### src/rtl/layer_sequencer_if.sv
// Handshake bundle between the training controller, the layer chain
// and the layer sequencer.
interface layer_sequencer_if #(
   parameter int NUM_LAYERS = 4,
   parameter int IDX_W = (NUM_LAYERS > 1) ? $clog2(NUM_LAYERS) : 1
);
   logic                  start;
   logic                  train;
   logic                  abort;
   logic [NUM_LAYERS-1:0] fd_prop_done;
   logic [NUM_LAYERS-1:0] bk_prop_done;
   logic [NUM_LAYERS-1:0] fd_prop;
   logic [NUM_LAYERS-1:0] bk_prop;
   logic                  busy;
   logic                  done;
   logic                  error;
   logic [IDX_W-1:0]      layer_idx;
   logic                  bk_phase;

   modport master (
      output start, train, abort, fd_prop_done, bk_prop_done,
      input  fd_prop, bk_prop, busy, done, error, layer_idx, bk_phase
   );

   modport slave (
      input  start, train, abort, fd_prop_done, bk_prop_done,
      output fd_prop, bk_prop, busy, done, error, layer_idx, bk_phase
   );
endinterface

### src/rtl/layer_sequencer.sv
// Forward/backward pass sequencer for a chain of trit layers with a
// per-layer timeout watchdog.
module layer_sequencer #(
   parameter int NUM_LAYERS = 4,
   parameter int TIMEOUT = 255,
   parameter int IDX_W = (NUM_LAYERS > 1) ? $clog2(NUM_LAYERS) : 1
) (
   input logic clk_in,
   input logic rst_in,
   layer_sequencer_if.slave bus
);

   typedef enum logic [2:0] {
      IDLE,
      FWD_ISSUE,
      FWD_WAIT,
      BK_ISSUE,
      BK_WAIT,
      FINISH
   } state_t;

   localparam logic [IDX_W-1:0] LAST = IDX_W'(NUM_LAYERS - 1);
   localparam logic [15:0] TMAX = 16'(TIMEOUT - 1);

   state_t                state;
   logic [15:0]           cnt;
   logic                  train_q;
   logic [IDX_W-1:0]      idx;
   logic [NUM_LAYERS-1:0] fd_q;
   logic [NUM_LAYERS-1:0] bk_q;
   logic                  busy_q;
   logic                  done_q;
   logic                  err_q;
   logic                  bkp_q;
   logic                  fd_hit;
   logic                  bk_hit;
   logic                  tmo;

   function automatic logic [NUM_LAYERS-1:0] onehot(
      input logic [IDX_W-1:0] i
   );
      logic [NUM_LAYERS-1:0] v;
      v = '0;
      v[i] = 1'b1;
      return v;
   endfunction

   assign fd_hit = bus.fd_prop_done[idx];
   assign bk_hit = bus.bk_prop_done[idx];
   assign tmo    = (cnt == TMAX);

   always_ff @(posedge clk_in or negedge rst_in) begin
      if (!rst_in) begin
         state   <= IDLE;
         cnt     <= '0;
         train_q <= 1'b0;
         idx     <= '0;
         fd_q    <= '0;
         bk_q    <= '0;
         busy_q  <= 1'b0;
         done_q  <= 1'b0;
         err_q   <= 1'b0;
         bkp_q   <= 1'b0;
      end else begin
         fd_q   <= '0;
         bk_q   <= '0;
         done_q <= 1'b0;
         // abort outranks any done or timeout seen this cycle
         if (bus.abort && state != IDLE) begin
            state  <= IDLE;
            busy_q <= 1'b0;
            bkp_q  <= 1'b0;
         end else begin
            unique case (state)
               IDLE: begin
                  if (bus.start && !bus.abort) begin
                     train_q <= bus.train;
                     err_q   <= 1'b0;
                     idx     <= '0;
                     busy_q  <= 1'b1;
                     fd_q    <= onehot('0);
                     state   <= FWD_ISSUE;
                  end
               end
               FWD_ISSUE: begin
                  cnt   <= '0;
                  state <= FWD_WAIT;
               end
               FWD_WAIT: begin
                  if (fd_hit) begin
                     if (idx != LAST) begin
                        idx   <= idx + 1'b1;
                        fd_q  <= onehot(idx + 1'b1);
                        state <= FWD_ISSUE;
                     end else if (train_q) begin
                        bk_q  <= onehot(idx);
                        bkp_q <= 1'b1;
                        state <= BK_ISSUE;
                     end else begin
                        done_q <= 1'b1;
                        state  <= FINISH;
                     end
                  end else if (tmo) begin
                     err_q  <= 1'b1;
                     done_q <= 1'b1;
                     state  <= FINISH;
                  end else begin
                     cnt <= cnt + 1'b1;
                  end
               end
               BK_ISSUE: begin
                  cnt   <= '0;
                  state <= BK_WAIT;
               end
               BK_WAIT: begin
                  if (bk_hit) begin
                     if (idx != '0) begin
                        idx   <= idx - 1'b1;
                        bk_q  <= onehot(idx - 1'b1);
                        state <= BK_ISSUE;
                     end else begin
                        done_q <= 1'b1;
                        bkp_q  <= 1'b0;
                        state  <= FINISH;
                     end
                  end else if (tmo) begin
                     err_q  <= 1'b1;
                     done_q <= 1'b1;
                     bkp_q  <= 1'b0;
                     state  <= FINISH;
                  end else begin
                     cnt <= cnt + 1'b1;
                  end
               end
               FINISH: begin
                  busy_q <= 1'b0;
                  state  <= IDLE;
               end
               default: state <= IDLE;
            endcase
         end
      end
   end

   assign bus.fd_prop   = fd_q;
   assign bus.bk_prop   = bk_q;
   assign bus.busy      = busy_q;
   assign bus.done      = done_q;
   assign bus.error     = err_q;
   assign bus.layer_idx = idx;
   assign bus.bk_phase  = bkp_q;

endmodule

### src/flat_wrapper.sv
// flat-port wrapper written by rule: the top's interface ports become plain ports
module layer_sequencer_flat 
#(
   parameter int NUM_LAYERS = 4,
   parameter int TIMEOUT = 255,
   parameter int IDX_W = (NUM_LAYERS > 1) ? $clog2(NUM_LAYERS) : 1
)
  (clk_in, rst_in, bus_start, bus_train, bus_abort, bus_fd_prop_done, bus_bk_prop_done, bus_fd_prop, bus_bk_prop, bus_busy, bus_done, bus_error, bus_layer_idx, bus_bk_phase);
  layer_sequencer_if #(.NUM_LAYERS(NUM_LAYERS), .IDX_W(IDX_W)) bus_i ();
  input logic clk_in;
  input logic rst_in;
  input wire logic [$bits(bus_i.start)-1:0] bus_start;
  input wire logic [$bits(bus_i.train)-1:0] bus_train;
  input wire logic [$bits(bus_i.abort)-1:0] bus_abort;
  input wire logic [$bits(bus_i.fd_prop_done)-1:0] bus_fd_prop_done;
  input wire logic [$bits(bus_i.bk_prop_done)-1:0] bus_bk_prop_done;
  output wire logic [$bits(bus_i.fd_prop)-1:0] bus_fd_prop;
  output wire logic [$bits(bus_i.bk_prop)-1:0] bus_bk_prop;
  output wire logic [$bits(bus_i.busy)-1:0] bus_busy;
  output wire logic [$bits(bus_i.done)-1:0] bus_done;
  output wire logic [$bits(bus_i.error)-1:0] bus_error;
  output wire logic [$bits(bus_i.layer_idx)-1:0] bus_layer_idx;
  output wire logic [$bits(bus_i.bk_phase)-1:0] bus_bk_phase;
  assign bus_i.start = bus_start;
  assign bus_i.train = bus_train;
  assign bus_i.abort = bus_abort;
  assign bus_i.fd_prop_done = bus_fd_prop_done;
  assign bus_i.bk_prop_done = bus_bk_prop_done;
  assign bus_fd_prop = bus_i.fd_prop;
  assign bus_bk_prop = bus_i.bk_prop;
  assign bus_busy = bus_i.busy;
  assign bus_done = bus_i.done;
  assign bus_error = bus_i.error;
  assign bus_layer_idx = bus_i.layer_idx;
  assign bus_bk_phase = bus_i.bk_phase;
  layer_sequencer #(.NUM_LAYERS(NUM_LAYERS), .TIMEOUT(TIMEOUT), .IDX_W(IDX_W)) u_core (.clk_in(clk_in), .rst_in(rst_in), .bus(bus_i));
endmodule
### config.mk
export PLATFORM = sky130hd
export DESIGN_NAME = layer_sequencer_flat
export DESIGN_NICKNAME = d
export VERILOG_FILES = /design/src/rtl/layer_sequencer_if.sv /design/src/rtl/layer_sequencer.sv /design/src/flat_wrapper.sv
export SDC_FILE = /design/constraint.sdc
export NUM_CORES = 1
export LEC_CHECK = 0
export BUFFER_PORTS_ARGS = -buffer_cell sky130_fd_sc_hd__buf_2
export CORE_ASPECT_RATIO = 2
export CORE_MARGIN = 2
export CORE_UTILIZATION = 45
export CTS_CLUSTER_DIAMETER = 80
export DETAILED_ROUTE_END_ITERATION = 10
export SYNTH_ARGS = -nofsm -noshare
export SYNTH_HDL_FRONTEND = slang
export SYNTH_SLANG_ARGS = --single-unit
### constraint.sdc
create_clock -name clk_in -period 3.05 [get_ports clk_in]
set_input_delay 0.915 -clock clk_in [delete_from_list [all_inputs] [get_ports clk_in]]
set_output_delay 0.915 -clock clk_in [all_outputs]
set_load 0.02 [all_outputs]
==> reports/results.tsv <==
metric	value	unit
status	complete, no violations	
area_growth	14.5	%
grt_pass1_vias	1827	
crit_arrival	2.83	ns
whs	0.525	ns
clock_power_share	0.296	
first_iter_violations	33	
dpl.hpwl	3.99	mm
hold_viol	0	
path_clk_slew	0.07	ns
rsz0062_at_grt	false	
fp.dieW	51.7	um
timing.slew.headroom	0.496	
clock_latency	0.28	ns
finalCritPeriodShare	0.859	
port_buffers	26	
cts_tree	done	
syn_avg_cell_area	9.36	um2
vdd_drop_max	0.253	mV
synth_flop_cell	dfrtp_1	
synth_fp_nets	241	
grt_usage	0.223	
pwr-share-comb	0.235	
report.final.setup_viol	0	
initial_core_util	0.468	
crit_required	3.26	ns
vias_per_cell	6.04	
ant_nets	0	
max_freq	381	MHz
async_reset_ff_frac	1.00	
cts.repair.resized	0	
path_max_fanout	8	
numCtsBuffers	5	
io_pins	27	
final.setup.tns	0	ns
nets	270	
drt_wl_total	5.03	mm
p_sw	362	uW
grt_first_pass_wirelength	8.62	mm
grt_antenna_before_repair	0	
p_leak	0.00102	uW
holdCritPathClass	register to register	
wl_per_cell	16.6	um
grt_max_degree	35	
min_period	2.62	ns
firstDrtPassIters	4	
reg2regPathDepth	5	
synthesis.instances	219	
sw_frac_of_total	0.319	
drive_gt1_frac	0.213	
intPower	773	uW
cts.htree.levels	2	
place.gp.congestion	0.894	
diodes	0	
finalClockSkew	0.00433	ns
num_vias	1831	
cp-end-kind	register	
drc	0	
syn-cell-area	0.00205	mm2
final_cell_mix	34 x dfrtp_1, 26 x buf_2, 19 x nor2_1, 17 x a21oi_1, 16 x nand2_1	
die-area	0.00515	mm2
path_class	input port to register	
slew_viol_final	0	
synth_edf_count	0	
cts-hold-fix-buffers	0	
grt_overflow_total	0	
final_common_cell	dfrtp_1	
cts_root_buf	clkbuf_8	
coreArea	0.00438	mm2
ys_seq_area_frac	0.415	
seqPwrFrac	0.469	
synth_seq_cells	34	
tightestPinTransition	0.756	ns
die_h	99.5	um
ys.warnings.count	0	
rows	34	
start_kind	input port	
clockBufferDepth	2	
power.density	483	mW/mm2
synthDistinctLibCells	44	
drv_cap	0	
clock_sinks	34	
cts_setup_buffers	0	
hold_depth	2	
-- metrics by stage --
step                total power (uW)   util  setup slack [ns]  cell area [um2]  cells
floorplan                        711      -             0.384             2050    219
global placement                 808  0.515             0.160             2260    295
detailed placement               811  0.515             0.144             2260    295
CTS                             1150  0.536             0.429             2350    303
global route                    1210  0.536             0.326             2350    303
finish                          1140  0.536             0.429             2350    303
-- power by group through the flow --
| stage | clock network [uW] | logic [uW] | registers [uW] |
|---|---|---|---|
| floorplan | 0 | 177 | 534 |
| global placement | 0 | 268 | 540 |
| detailed placement | 0 | 269 | 541 |
| CTS | 346 | 270 | 533 |
| global route | 367 | 304 | 541 |
| finish | 336 | 267 | 532 |
-- registers in the layout, indices dropped and copies added (netlist names) --
| signal | cells |
|---|---|
| u_core.bus.bk_prop | 4 |
| u_core.bus.done | 1 |
| u_core.bus.layer_idx | 2 |
| u_core.bus.error | 1 |
| u_core.state | 3 |
| u_core.bus.bk_phase | 1 |
| u_core.bus.busy | 1 |
| u_core.train_q | 1 |
| u_core.cnt | 16 |
| u_core.bus.fd_prop | 4 |
-- cell families after synthesis --
group / share of synthesized area
mux: 0.0635
fa+ha+maj: 0.0549
compound gates: 0.167
buf+inv: 0.0323
xor+xnor: 0.00854
flops: 0.415
simple gates: 0.259
-- final cells by class --
cell class / instances / area (um2)
Clock buffer: 7 / 86.3
Clock inverter: 1 / 5.00
Fill cell: 425 / 2030
Inverter: 6 / 22.5
Multi-Input combinational cell: 168 / 1130
Sequential cell: 34 / 851
Tap cell: 54 / 67.6
Timing Repair Buffer: 33 / 183
-- cells in the mapped netlist, types with 4 or more instances --
cell type	instances	area, um2
mux2i_1	4	40.0
nor3_1	5	25.0
or4b_2	5	50.1
and2_1	5	31.3
mux2_2	4	45.0
o41ai_1	5	43.8
nor2_1	19	71.3
o21ai_0	11	55.1
inv_1	6	22.5
dfrtp_1	34	851
a21oi_1	17	85.1
nand4_1	8	50.1
nand3_1	5	25.0
clkbuf_1	9	33.8
nand2_1	16	60.1
or3_1	7	43.8
ha_1	9	113
a22oi_1	4	30.0
-- critical path: stages --
cell and delay (ns):
buf_2 0.09, mux4_2 0.52, a22o_1 0.33, or4_1 0.51, or3_1 0.32, a21oi_1 0.14
-- routing by layer --
metal / wire, um / global-route usage
met1: 1740 / 0.224
met2: 2940 / 0.414
met3: 99 / 0.0300
met4: 251 / 0.132
met5: 0 / 0
-- path summary, 6_finish.rpt --
path,end,start,slack [ns]
worst max-delay path,u_core.cnt[7],bus_fd_prop_done[3],0.43
worst min-delay path,u_core.bus.error,u_core.bus.error,0.53
worst max register to register,u_core.cnt[7],u_core.bus.layer_idx[0],0.55
worst min register to register,u_core.bus.error,u_core.bus.error,0.53
max in group asynchronous,u_core.bus.bk_prop[3],rst_in,1.86
min in group asynchronous,u_core.cnt[5],rst_in,0.70
No activity file was read; power rests on OpenSTA's default activity.
